### src/rtl/sram_arbiter_pkg.sv
// Shared definitions for the SRAM arbiter and the DMA requesters that use it.
package sram_arbiter_pkg;

  localparam logic [1:0] MEM_OP_NONE  = 2'b00;
  localparam logic [1:0] MEM_OP_READ  = 2'b01;
  localparam logic [1:0] MEM_OP_WRITE = 2'b11;

  localparam logic [1:0] REQ_WB    = 2'd0;
  localparam logic [1:0] REQ_MMUL  = 2'd1;
  localparam logic [1:0] REQ_MCONV = 2'd2;

  localparam int NUM_REQ = 3;

  typedef enum logic [1:0] {
    ST_IDLE    = 2'd0,
    ST_ISSUE   = 2'd1,
    ST_CAPTURE = 2'd2,
    ST_DONE    = 2'd3
  } state_e;

  // Next requester index, wrapping 2 -> 0.
  function automatic logic [1:0] rr_next(input logic [1:0] idx);
    return (idx >= 2'd2) ? 2'd0 : idx + 2'd1;
  endfunction

  // Only 01 and 11 request service; 10 is treated like 00.
  function automatic logic op_active(input logic [1:0] op);
    return (op == MEM_OP_READ) || (op == MEM_OP_WRITE);
  endfunction

  function automatic logic [2:0] onehot3(input logic [1:0] idx);
    logic [2:0] r;
    case (idx)
      2'd0:    r = 3'b001;
      2'd1:    r = 3'b010;
      2'd2:    r = 3'b100;
      default: r = 3'b000;
    endcase
    return r;
  endfunction

endpackage

### src/rtl/sram_arbiter_rr_pick3.sv
// Combinational 3-way round-robin picker: scans upward from last+1 with wrap.
module rr_pick3
  import sram_arbiter_pkg::*;
(
  input  logic [2:0] req,
  input  logic [2:0] mask,
  input  logic [1:0] last,
  output logic [1:0] winner,
  output logic       valid
);

  logic [2:0] elig;
  logic [1:0] idx;

  assign elig = req & ~mask;

  // First eligible requester after the previous winner wins.
  always_comb begin
    winner = 2'd0;
    valid  = 1'b0;
    idx    = rr_next(last);
    for (int i = 0; i < NUM_REQ; i++) begin
      if (!valid && elig[idx]) begin
        winner = idx;
        valid  = 1'b1;
      end
      idx = rr_next(idx);
    end
  end

endmodule

### src/rtl/sram_arbiter.sv
// Arbitrates three requesters onto a single-port RAM256 with 1-cycle read.
//
// state      | meaning
// -----------+----------------------------------------------------------
// ST_IDLE    | pick a round-robin winner and latch its request
// ST_ISSUE   | drive the RAM strobe, address, byte enables and data
// ST_CAPTURE | RAM output valid; register it into rdata for reads
// ST_DONE    | one-cycle done pulse to the winner, rdata valid
module sram_arbiter
  import sram_arbiter_pkg::*;
#(
  parameter int AWIDTH = 8
) (
  input  logic                  clk,
  input  logic                  reset,
  input  logic [5:0]            req_op,
  input  logic [3*AWIDTH-1:0]   req_addr,
  input  logic [95:0]           req_wdata,
  input  logic [11:0]           req_sel,
  output logic [2:0]            done,
  output logic [31:0]           rdata,
  output logic [2:0]            grant,
  output logic                  busy,
  output logic                  sram_en,
  output logic [3:0]            sram_we,
  output logic [AWIDTH-1:0]     sram_addr,
  output logic [31:0]           sram_data_i,
  input  logic [31:0]           sram_data_o
);

  logic [1:0]        op_a    [NUM_REQ];
  logic [AWIDTH-1:0] addr_a  [NUM_REQ];
  logic [31:0]       wdata_a [NUM_REQ];
  logic [3:0]        sel_a   [NUM_REQ];
  logic [2:0]        req_vec;

  for (genvar g = 0; g < NUM_REQ; g++) begin : g_unpack
    assign op_a[g]    = req_op[2*g +: 2];
    assign addr_a[g]  = req_addr[g*AWIDTH +: AWIDTH];
    assign wdata_a[g] = req_wdata[32*g +: 32];
    assign sel_a[g]   = req_sel[4*g +: 4];
    assign req_vec[g] = op_active(op_a[g]);
  end

  state_e            state_q, state_d;
  logic [1:0]        win_q, win_d;
  logic [1:0]        last_q, last_d;
  logic [2:0]        mask_q, mask_d;
  logic [1:0]        op_q, op_d;
  logic [AWIDTH-1:0] addr_q, addr_d;
  logic [31:0]       wdata_q, wdata_d;
  logic [3:0]        sel_q, sel_d;
  logic [31:0]       rdata_q, rdata_d;

  logic [1:0]        pick_win;
  logic              pick_valid;

  rr_pick3 u_pick (
    .req    (req_vec),
    .mask   (mask_q),
    .last   (last_q),
    .winner (pick_win),
    .valid  (pick_valid)
  );

  // State and latched-request registers; last_q resets to 2 so requester 0 goes first.
  always_ff @(posedge clk or negedge reset) begin
    if (!reset) begin
      state_q <= ST_IDLE;
      win_q   <= 2'd0;
      last_q  <= REQ_MCONV;
      mask_q  <= 3'b000;
      op_q    <= MEM_OP_NONE;
      addr_q  <= '0;
      wdata_q <= 32'h0;
      sel_q   <= 4'h0;
      rdata_q <= 32'h0;
    end else begin
      state_q <= state_d;
      win_q   <= win_d;
      last_q  <= last_d;
      mask_q  <= mask_d;
      op_q    <= op_d;
      addr_q  <= addr_d;
      wdata_q <= wdata_d;
      sel_q   <= sel_d;
      rdata_q <= rdata_d;
    end
  end

  // Next state; the mask only lives for the IDLE cycle right after DONE.
  always_comb begin
    state_d = state_q;
    win_d   = win_q;
    last_d  = last_q;
    mask_d  = 3'b000;
    op_d    = op_q;
    addr_d  = addr_q;
    wdata_d = wdata_q;
    sel_d   = sel_q;
    rdata_d = rdata_q;
    case (state_q)
      ST_IDLE: begin
        if (pick_valid) begin
          state_d = ST_ISSUE;
          win_d   = pick_win;
          last_d  = pick_win;
          op_d    = op_a[pick_win];
          addr_d  = addr_a[pick_win];
          wdata_d = wdata_a[pick_win];
          sel_d   = sel_a[pick_win];
        end
      end
      ST_ISSUE:   state_d = ST_CAPTURE;
      ST_CAPTURE: begin
        state_d = ST_DONE;
        if (op_q == MEM_OP_READ) rdata_d = sram_data_o;
      end
      ST_DONE: begin
        state_d = ST_IDLE;
        mask_d  = onehot3(win_q);
      end
      default: state_d = ST_IDLE;
    endcase
  end

  // Outputs decoded from the current state; RAM pins are quiet outside ISSUE.
  always_comb begin
    busy        = (state_q != ST_IDLE);
    grant       = busy ? onehot3(win_q) : 3'b000;
    done        = (state_q == ST_DONE) ? onehot3(win_q) : 3'b000;
    sram_en     = (state_q == ST_ISSUE);
    sram_we     = (sram_en && op_q == MEM_OP_WRITE) ? sel_q : 4'h0;
    sram_addr   = sram_en ? addr_q : '0;
    sram_data_i = sram_en ? wdata_q : 32'h0;
    rdata       = rdata_q;
  end

endmodule

### config.mk
export PLATFORM = sky130hd
export DESIGN_NAME = sram_arbiter
export DESIGN_NICKNAME = d
export VERILOG_FILES = /design/src/rtl/sram_arbiter_pkg.sv /design/src/rtl/sram_arbiter_rr_pick3.sv /design/src/rtl/sram_arbiter.sv
export SDC_FILE = /design/constraint.sdc
export NUM_CORES = 1
export LEC_CHECK = 0
export CAP_MARGIN = 20
export CORE_AREA = 2 2 156 82
export CTS_CLUSTER_SIZE = 16
export DETAILED_ROUTE_END_ITERATION = 10
export DIE_AREA = 0 0 158 84
export HOLD_SLACK_MARGIN = 0.12
export PLACE_DENSITY = 0.89
export SLEW_MARGIN = 20
export SYNTH_ARGS = -nofsm -noshare
export SYNTH_HDL_FRONTEND = slang
export SYNTH_SLANG_ARGS = --single-unit
### constraint.sdc
create_clock -name clk -period 4 [get_ports clk]
set_clock_uncertainty 0.2 [all_clocks]
set_input_delay 1 -clock clk [delete_from_list [all_inputs] [get_ports clk]]
set_output_delay 1 -clock clk [all_outputs]
set_load 0.02 [all_outputs]
-- Word-level counts from Yosys, hierarchy flattened
Index checks and enable logic that the tools add are counted.
- register bits: 87
- bits of input ports: 172
- output and inout port bits: 84
- add/subtract/negate cells: 3
- $lt $le $gt $ge: 7
- eq/ne operators: 14
- muxes and demuxes: 35
- bitwise logic cells: 3
- reductions and logical operators: 13
- operator list (kind ; number):
    $mux W32 ; 3
    $bmux W32 S2 ; 1
    $mux W8 ; 3
    $mux W2 ; 9
    $bmux W8 S2 ; 1
    $eq A2 B2 Y1 const B ; 7
    $eq A2 B1 Y1 const B ; 6
    $mux W4 ; 3
    $lt A2 B3 Y1 const B ; 3
    $pmux W3 S3 ; 1
    $bmux W4 S2 ; 1
    $pmux W2 S4 ; 1
    $add A2 B1 Y2 const B ; 3
    $bmux W1 S2 ; 3
    $ge A2 B2 Y1 const B ; 3
    $mux W1 ; 6
    $mux W3 ; 2
    $bmux W2 S2 ; 1
    $logic_not A2 Y1 ; 2
    $reduce_and A2 Y1 ; 2
    $and A3 B3 Y3 ; 1
    $ge A3 B3 Y1 const B ; 1
    $logic_and A1 B1 Y1 ; 3
    $logic_or A1 B1 Y1 ; 3
    other kinds (5) ; 6

-- Longest topological paths before layout
- depth after elaboration: 16
- gate-level depth with buffers: 8

-- Hierarchy
From an unflattened synthesis, not the netlist that was laid out.
- cells, all modules: 470
- area, all modules: 4677.0 µm²
- modules (own cells, without submodules) (module ; instances ; cells each ; area an instance (µm²)):
    sram_arbiter ; 1 ; 459 ; 4596.9
    rr_pick3 ; 1 ; 11 ; 80.1

-- Worst setup path after synthesis
OpenSTA, ideal clock, no wires.
- path type: flip-flop to output port
- start point: register state_q[1]
- end point: output sram_addr[0]
- arrival time: 1289 ps
- required time: 2800 ps
- setup slack: 1511 ps
- stages on the path, launching flop included: 5
- buffers on the path: 1
- cells stage by stage: dfrtp_1 -> inv_1 -> ha_1 -> clkbuf_1 -> and2_1
- longest elaborated chain between the ends: 2
- ends and longest elaborated chain (what ; line ; RTL):
    from (decl) ; sram_arbiter.sv:45 ; state_e state_q, state_d;
    from (signal assigned) ; sram_arbiter.sv:79 ; state_q <= state_d;
    $eq A2 B1 Y1 ; sram_arbiter.sv:132 ; sram_en = (state_q == ST_ISSUE);
    named net sram_en ; sram_arbiter.sv:24 ; output logic sram_en,
    $mux W8 ; sram_arbiter.sv:134 ; sram_addr = sram_en ? addr_q : '0;
    to (decl) ; sram_arbiter.sv:26 ; output logic [AWIDTH-1:0] sram_addr,
The timed path passes the listed nets, and every way through them passes these cells.

-- Worst setup path in the final report
- start point: register state_q[1]
- end point: output sram_we[1]
- longest elaborated chain between the ends: 3
- ends and longest elaborated chain (what ; line ; RTL):
    $eq A2 B1 Y1 ; sram_arbiter.sv:132 ;
    $logic_and A1 B1 Y1 ; sram_arbiter.sv:133 ; sram_we = (sram_en && op_q == MEM_OP_WRITE) ? sel_q : 4'h0;
    $mux W4 ; sram_arbiter.sv:133 ;
    to (decl) ; sram_arbiter.sv:25 ; output logic [3:0] sram_we,
Every way passes these cells.

==> flow_summary.yaml <==
critical_path:
  r2r_setup_slack_ns: 1.60
  worstReg2RegStart: "state_q[0]"
  r2r_end: "wdata_q[8]"
  r2r_cells: 7
  setup.worst_path.end_class: "output pin"
  setup.worst_path.class: "register to output pin"
  required_ns: 2.80
  worst_setup_path_start_kind: "register"
  arrival_ns: 2.40
  critical_path.max_fanout: 20
min_path:
  worst_hold_path.endpoint: "wdata_q[27]"
  whs_path_depth: 2
  min_path_type: "register to register"
  worstHoldStart: "wdata_q[27]"
floorplanning:
  die_area_um2: 13300
  num_rows: 29
  coreArea_um2: 12100
  ioPinCount: 256
  die_w_um: 158
  die_h_um: 84
  initial_core_util_pct: 42.1
power:
  power_leakage_nw: 3.18
  vdd_drop_max_mv: 0.346
  powerDensity_nw_per_um2: 685
layout:
  post-route-util_pct: 66.6
  num_antenna_cells: 0
  fill_cells: 993
  nNetsFinal: 984
  syn_to_final_growth_pct: 58.1
  layout-drive-gt1-share_pct: 9.62
placed_design:
  hpwl_um: 12600
  gp_congestion: 0.820
  io_buffers: 255
timing:
  worst_pin_slew_ns: 0.935
  hold_viol: 0
  fin_crit_sh_pct: 89.9
  maxSlewViolCount: 0
  setup_viol: 0
  maxSlewHeadroom_pct: 37.6
  tns_ns: 0
  max_freq_mhz: 278
  rsz0062_at_grt: "no"
  period_needed_ns: 3.60
global_routing:
  antenna_found_initial: 0
  overflow: 0
  groute.usage.overall_pct: 26.2
  grt_pass1_vias: 5181
  grt_pass1_wl_um: 27200
  grt_max_degree: 74
yosys:
  synth_nets: 750
  synth_flop_cell: "dfrtp_1"
  syn-cell-area_um2: 5100
  synth_top_family_by_area: "compound AO/OA/AOI/OAI gates"
  synth-simple-area-share_pct: 20.5
  ys_ff_latch: 86
  synthMuxAreaShare_pct: 7.06
  synth_edf_count: 0
  yosysSeqAreaShare_pct: 42.2
  ys_warn_count: 0
  synth_cell_type_count: 37
  synth_xor_area_share_pct: 0
  synth.avg_cell_area_um2: 8.90
  syn_inst: 573
  synth_adder_area_share_pct: 1.23
  synth_async_sr_flop_share_pct: 100
  synth_compound_area_share_pct: 22.6
drt:
  postRouteAntennaNets: 0
  drt-pass1-iter-count: 4
  wl_um: 17300
  route.detailed.drc: 0
  via_per_inst: 5.35
  num_vias: 5251
  drt_iter0_drc: 326
  wl_per_cell_um: 17.6
clock_network:
  cts_resized: 0
  clk_pin_slew_ns: 0.07
  clock_latency_ns: 0.33
  ctsHtreeMaxLevel: 3
  cts_buffer_depth: 2
  cts_buffers: 9
  postCtsSetupBuffers: 0
  clock-sinks: 86
  root_buffer: "clkbuf_16"
  cts_tree: "done"
  holdBufCountCts: 0
job:
  drv_cap: 0
status:
  status: "finished, final reports clean"
## how the worst max path moves through the flow
stage                        end  startpoint  slack, ns  cells after the start
global placement     wdata_q[17]   req_op[0]       0.64                      7
global route          sram_we[1]  state_q[1]       0.29                      6
CTS                   sram_we[3]  state_q[1]       0.39                      6
finish                sram_we[1]  state_q[1]       0.40                      6
floorplan           sram_addr[0]  state_q[1]       1.51                      4
detailed placement   wdata_q[16]   req_op[0]       0.57                      7
## synth_stat cells (12+ instances only)
library cell	n	area share [%]
o21ai_0	98	9.6
dfrtp_1	85	42
nand2_1	52	3.8
and2_1	45	5.5
nor2_1	45	3.3
a32oi_1	44	7.6
o21ai_1	43	4.2
nand2b_1	42	5.1
mux2_2	32	7.1
buf_2	18	1.8
clkbuf_1	16	1.2
buf_6	12	2.6
## cell type report
cell class / count / area (µm²) / share of cell area, %
Clock buffer: 9 / 225 / 2.79
Clock inverter: 6 / 95.1 / 1.18
Inverter: 5 / 18.8 / 0.233
Multi-Input combinational cell: 431 / 2640 / 32.8
Sequential cell: 86 / 2150 / 26.7
Tap cell: 170 / 213 / 2.64
Timing Repair Buffer: 274 / 2720 / 33.7
## layer usage
metal | vias to the layer above | track usage (%) | wire, µm
li1 | 2474 | - | -
met1 | 2498 | 35.6 | 7440
met3 | 22 | 7.11 | 1610
met5 | - | 0 | 0
met4 | 0 | 6.22 | 211
met2 | 257 | 41.9 | 8040
## cells by family after synthesis
family / after synthesis
flip-flops: 86
multiplexers: 32
AO/OA/AOI/OAI: 191
AND/OR/NAND/NOR: 203
adder cells (fa/ha/maj): 5
buffers and inverters: 56
## state kept, by name, indices dropped and copies added, names as in the netlist
signal and cells:
last_q 1, mask_q 3, wdata_q 32, state_q 2, rdata 32, op_q 2
sel_q 4, win_q 2, addr_q 8
## where the power goes
part / internal [mW] / switching [mW]
Sequential: 1.30 / 0.244
Clock: 0.551 / 0.362
Combinational: 1.41 / 1.65
Total: 3.26 / 2.26
## critical path, stage by stage, from the launching register on
cell and delay, ns:
dfrtp_1 0.40, inv_1 0.12, ha_1 0.19, buf_4 0.24
and3_1 0.32, and2_1 0.16, clkdlybuf4s50_1 0.62
## cells in the final DEF (no fill, tap or decap), types with 2 or more instances in the layout
cell type and n:
clkdlybuf4s50_1 254, o21ai_0 98, dfrtp_1 85, nand2_1 52, and2_1 45, nor2_1 45
a32oi_1 44, o21ai_1 42, nand2b_1 41, mux2_2 32, buf_4 18, clkbuf_16 9
ha_1 5, inv_1 4, or2b_1 4, and3_1 3, nor3_1 2, nor3b_1 2
nand2b_2 2, bufinv_16 2, clkinvlp_4 2, buf_12 2
## per-stage QoR
stage | power (mW) | hold slack [ns] | worst slack (ns) | std cells | instance area, µm²
floorplan | 3.32 | 0.242 | 1.51 | 573 | 5100
global placement | 4.52 | 0.259 | 0.639 | 966 | 7750
detailed placement | 4.63 | 0.267 | 0.572 | 966 | 7750
CTS | 5.55 | 0.282 | 0.392 | 981 | 8070
global route | 5.90 | 0.301 | 0.285 | 981 | 8070
finish | 5.53 | 0.277 | 0.403 | 981 | 8070
Power figures use the tool's default switching activity.
